`config.mk`:
```
export PLATFORM = sky130hd
export DESIGN_NAME = hazard_ctrl
export DESIGN_NICKNAME = d
export VERILOG_FILES = /design/src/rtl/hazard_ctrl.sv
export SDC_FILE = /design/constraint.sdc
export NUM_CORES = 1
export LEC_CHECK = 0
export CAP_MARGIN = 0
export CORE_MARGIN = 1
export CORE_UTILIZATION = 46
export DETAILED_ROUTE_END_ITERATION = 8
export GPL_TIMING_DRIVEN = 0
export PLACE_DENSITY = 0.81
export REMOVE_ABC_BUFFERS = 1
export SYNTH_ARGS = -nofsm -noshare
export SYNTH_HDL_FRONTEND = slang
export SYNTH_SLANG_ARGS = --single-unit
```
`constraint.sdc`:
```
create_clock -name clk -period 2.8 [get_ports clk]
set_input_delay 0.84 -clock clk [delete_from_list [all_inputs] [get_ports clk]]
set_output_delay 0.84 -clock clk [all_outputs]
set_load 0.005 [all_outputs]
```
`src/rtl/hazard_ctrl.sv`:
```
// Stall/bubble/flush/forwarding sequencer for the 5-stage RV32I pipeline, with data-memory wait FSM.
// Optional performance counters are enabled by defining HAZ_PERF_CNT_EN.
module hazard_ctrl #(
    parameter int RA_W   = 5,
    parameter int MEM_TO = 15
) (
    input  logic            clk,
    input  logic            reset_n,
    input  logic [RA_W-1:0] id_rs1,
    input  logic [RA_W-1:0] id_rs2,
    input  logic            id_use1,
    input  logic            id_use2,
    input  logic [RA_W-1:0] ex_rs1,
    input  logic [RA_W-1:0] ex_rs2,
    input  logic [RA_W-1:0] ex_rd,
    input  logic            ex_reg_wb,
    input  logic            ex_load,
    input  logic            ex_redirect,
    input  logic            mem_req,
    input  logic            mem_ready,
    output logic            stall_pc,
    output logic            stall_ifid,
    output logic            bubble_idex,
    output logic            flush_ifid,
    output logic            freeze,
    output logic [1:0]      fwd_a,
    output logic [1:0]      fwd_b,
    output logic            mem_err,
    output logic [1:0]      state
`ifdef HAZ_PERF_CNT_EN
    ,
    output logic [31:0]     perf_stall,
    output logic [15:0]     perf_flush,
    output logic [15:0]     perf_lu
`endif
);

    localparam logic [1:0] ST_RUN  = 2'd0;
    localparam logic [1:0] ST_WAIT = 2'd1;
    localparam logic [1:0] ST_ERR  = 2'd2;
    localparam logic [7:0] TO_LIM  = 8'(MEM_TO);

    logic [1:0]      state_q;
    logic [1:0]      state_d;
    logic [7:0]      wait_cnt;
    logic [7:0]      cnt_d;
    logic            err_set;
    logic [RA_W-1:0] mem_rd;
    logic [RA_W-1:0] wb_rd;
    logic            mem_load;
    logic            bubble_idex_p1;
    logic            load_use;
    logic            redirect_act;
    logic            lu_act;

    // MEM result is preferred over WB; loads in MEM have no data yet, x0 is never forwarded.
    function automatic logic [1:0] fwd_sel(input logic [RA_W-1:0] rs);
        logic [1:0] sel;
        sel = 2'b00;
        if (mem_rd != '0 && mem_rd == rs && !mem_load)
            sel = 2'b01;
        else if (wb_rd != '0 && wb_rd == rs)
            sel = 2'b10;
        return sel;
    endfunction

    // The counter value after this edge is what gets compared, so MEM_TO cycles of freeze precede ERR.
    always_comb begin
        state_d = state_q;
        cnt_d   = wait_cnt;
        err_set = 1'b0;
        freeze  = 1'b0;
        case (state_q)
            ST_RUN: begin
                if (mem_req && !mem_ready) begin
                    freeze = 1'b1;
                    cnt_d  = 8'd1;
                    if (cnt_d >= TO_LIM) begin
                        state_d = ST_ERR;
                        err_set = 1'b1;
                    end else begin
                        state_d = ST_WAIT;
                    end
                end
            end
            ST_WAIT: begin
                freeze = 1'b1;
                if (mem_ready) begin
                    state_d = ST_RUN;
                    cnt_d   = 8'd0;
                end else begin
                    cnt_d = wait_cnt + 8'd1;
                    if (cnt_d >= TO_LIM) begin
                        state_d = ST_ERR;
                        err_set = 1'b1;
                    end
                end
            end
            ST_ERR: begin
                state_d = ST_RUN;
                cnt_d   = 8'd0;
            end
            default: begin
                state_d = ST_RUN;
                cnt_d   = 8'd0;
            end
        endcase
    end

    always_comb begin
        load_use = ex_load && ex_reg_wb && (ex_rd != '0) &&
                   ((id_use1 && id_rs1 == ex_rd) || (id_use2 && id_rs2 == ex_rd));
        redirect_act = ex_redirect && !freeze;
        lu_act       = load_use && !ex_redirect && !freeze;
        flush_ifid   = redirect_act;
        bubble_idex  = redirect_act || lu_act;
        stall_pc     = lu_act;
        stall_ifid   = lu_act;
        fwd_a        = fwd_sel(ex_rs1);
        fwd_b        = fwd_sel(ex_rs2);
    end

    assign state = state_q;

    // Stage boundary: EX -> MEM -> WB destination trackers, held while frozen.
    always_ff @(posedge clk) begin
        if (!reset_n) begin
            state_q        <= ST_RUN;
            wait_cnt       <= 8'd0;
            mem_err        <= 1'b0;
            mem_rd         <= '0;
            wb_rd          <= '0;
            mem_load       <= 1'b0;
            bubble_idex_p1 <= 1'b0;
        end else begin
            state_q  <= state_d;
            wait_cnt <= cnt_d;
            if (err_set)
                mem_err <= 1'b1;
            if (!freeze) begin
                mem_rd         <= (ex_reg_wb && !bubble_idex_p1) ? ex_rd : '0;
                mem_load       <= ex_load;
                wb_rd          <= mem_rd;
                bubble_idex_p1 <= bubble_idex;
            end
        end
    end

`ifdef HAZ_PERF_CNT_EN
    always_ff @(posedge clk) begin
        if (!reset_n) begin
            perf_stall <= '0;
            perf_flush <= '0;
            perf_lu    <= '0;
        end else begin
            if ((stall_pc || freeze) && perf_stall != '1)
                perf_stall <= perf_stall + 32'd1;
            if (flush_ifid && perf_flush != '1)
                perf_flush <= perf_flush + 16'd1;
            if (lu_act && perf_lu != '1)
                perf_lu <= perf_lu + 16'd1;
        end
    end
`endif

endmodule

```
==> run summary <==
- **TritonCTS clock tree** built
- **detailed-router iteration count before antenna repair** 4
- **clock-pin slew of the registers on the worst-case setup and hold paths** 120 ps
- **vias in the first global route** 1380
- **TritonCTS Buffers** 3
- **Clk Tree Root Cell** clkbuf_4
- **post-synthesis instance area** 1480 um^2
- **RSZ-0062 raised after global routing** yes
- **top-area cell type share of the netlist area** 31.1%
- **core occupancy in the finished layout** 67.7%
- **Synth cell types** 40
- **most area-consuming cells after synthesis** dfxtp_1, xnor2_1, xor2_1
- **Clock Skew** 6.33 ps
- **Cell Rows** 20
- **Async S/R FF share, synth** 0%
- **setup slack after layout** -5.73 ps
- **floorplan core area** 3050 um^2
- **number of port buffers** 45
- **worst vdd ir** 0.229 mV
- **antenna diode count** 0
- **final count of negative-setup-slack endpoints** 1
- **Die Ht** 58.8 um
- **class of the most critical setup path** in -> out
- **initial cell density of the core** 48.6%
- **Cell Count, Final, Fillers Out** 287
- **Final Cycle Share** 100%
- **library cell with the largest summed area after synthesis** dfxtp_1
- **most common cell in the synthesized netlist** nand2_1
- **total grt overflow** 0
- **Power Density** 328 nW/um^2
- **post-detail-place hpwl** 2610 um
- **count of cells along the worst register-to-register path** 5
- **origin of the worst min-delay path** mem_load
- **largest net degree at the start of global routing** 21
- **number of buffers inserted for hold repair after clock tree synthesis** 0
- **minimum clock period** 2810 ps
- **internal reg-to-reg setup slack** 790 ps
- **RR Endpoint** mem_err
- **number of max-cap violations** 0
- **class of the tightest hold or removal check** reg -> reg
- **fill cell instance count of the final layout** 277
- **max-slew violations** 0
- **reported leakage power** 0.864 nW
- **Worst R2R Start** wait_cnt[0]
- **GR Util All Layers** 22.9%
- **mean instance size in the synthesized netlist** 7.68 um^2
- **detailed-route wire length** 3870 um
- **cell area after layout** 2070 um^2
- **first-pass GRT wire length** 6130 um
- **post-DR vias/cell** 5.36
- **clk buf depth** 2
- **most used flip-flop cell after synthesis** dfxtp_1
- **Hold Path Stages** 2
- **critical path arrival** 1970 ps
- **Post-DRT Antenna Nets** 0
- **transition at the pin with the smallest max-transition slack** 630 ps
- **failing checks** setup timing
- **data required time at the worst endpoint** 1960 ps
- **count of state elements after synthesis** 23
- **share of synthesized area occupied by flip-flops and latches** 31.1%
- **later-pin clock latency in the skew report** 300 ps
- **clock sinks** 23
- **total number of yosys warnings** 0
- **DRC violations left** 0
- **RD Place Congestion** 0.822
- **number of H-tree levels** 1
- **layout-stage area growth over the synthesis result** 39.3%
- **detailed-route via count** 1537
- **Placed Cells** 273
- **dpl cell area** 1950 um^2
- **Setup crit end kind** output pin
- **critical path peak fanout** 2
- **Max Clk Rate** 0.356 GHz
- **DIE AREA** 3450 um^2
- **leading cell types by count after synthesis** nand2_1, dfxtp_1, nor2_1
- **width of the die** 58.8 um
- **number of enable-type register cells in the synthesized netlist** 0
- **startpoint type of the worst setup path** primary input
- **Layout Nets** 280
- **average wire per standard cell** 13.5 um
- **run status** finished, violations left
- **gate count of the mapped netlist** 193
- **Slew HR** 58.0%
- **number of antenna violations at the first check in global routing** 0
- **iteration-0 DRC count of the detailed router** 49
- **ratio of cells with drive above 1 in the final layout** 24.3%
- **# IOs** 46
- **Endpoint, Worst Hold** mem_load
- **Final Hold Viols** 0
[sequential cells by signal, summed over array words and instances (netlist names)]
register        flops
wait_cnt            8
mem_rd              5
wb_rd               5
state               2
bubble_idex_p1      1
mem_err             1
mem_load            1
[per-stage QoR]
step                      TNS, ps  worst slack, ps  total power, mW  hold slack (ps)
after floorplan                 0              250            0.432              428
after global placement      -6490             -979            0.515              457
after detailed placement    -6500             -963            0.518              462
after CTS                       0            0.155            0.674              478
after global routing        -39.1            -34.4            0.717              500
final                       -5.73            -5.73            0.677              476
[per-layer routing]
layer  share of wire (%)  GRT usage (%)  up-vias
li1                    -              -      777
met1                  48           32.5      708
met2                  47           36.2       46
met3                 3.9           2.64        6
met4                 1.7           7.14        0
met5                   0              0        -
[worst max-delay path by stage]
stage                         start          to  slack [ps]  cells past startpoint
after floorplan             mem_req  stall_ifid         250                      5
after global routing      ex_rs2[4]    fwd_b[1]         -30                      5
after CTS                 ex_rs2[4]    fwd_b[1]         0.2                      5
after detailed placement  mem_ready      freeze        -960                      6
after global placement    mem_ready      freeze        -980                      6
final                     ex_rs2[4]    fwd_b[1]          -6                      5
[what timing repair did]
item,CTS,global route
gates resized for setup,108,24
pin swaps,21,16
buffers inserted,5,5
gates cloned,0,0
setup endpoints to repair,9,7
[critical path, cell delays in order]
cell and delay (ps):
buf_8 100, xor2_1 120, or4_1 510, nor4_1 240, buf_2 160
[logic make-up (layout without fill, tap and decap cells)]
kind of cell / count (synthesis) / count (layout) / synth area share [%]
adder cells (fa/ha/maj): 2 / 2 / 1.69
AND/OR/NAND/NOR: 85 / 85 / 28.6
AO/OA/AOI/OAI: 37 / 37 / 16.1
flip-flops: 23 / 23 / 31.1
buffers and inverters: 15 / 65 / 4.22
XOR/XNOR: 31 / 31 / 18.3
[cells in the final DEF, fill, tap and decap left out, drive strengths merged, types with 6 or more instances in the layout]
master,instances
buf,28
dfxtp,23
xnor2,17
xor2,14
clkbuf,6
a21oi,17
dlygate4sd2,10
nand2,29
nand3,9
nor2,18
clkdlybuf4s50,8
[power by group]
group	leakage (nW)	switching (mW)	internal (mW)	total, mW
combinational	0.658	0.0857	0.0917	0.177
clock	0.0177	0.0970	0.0532	0.150
sequential	0.189	0.0132	0.336	0.350
total	0.864	0.196	0.481	0.677
[layout make-up]
| class | count | area (um^2) | area share (%) |
|---|---|---|---|
| multi-input combinational | 155 | 1040 | 50.4 |
| sequential | 23 | 469 | 22.7 |
| timing repair buffer | 55 | 447 | 21.6 |
| tap | 44 | 55.1 | 2.67 |
| inverter | 6 | 26.3 | 1.27 |
| clock buffer | 3 | 22.5 | 1.09 |
| clock inverter | 1 | 5.00 | 0.242 |
No activity file was read; power rests on OpenSTA's default activity.
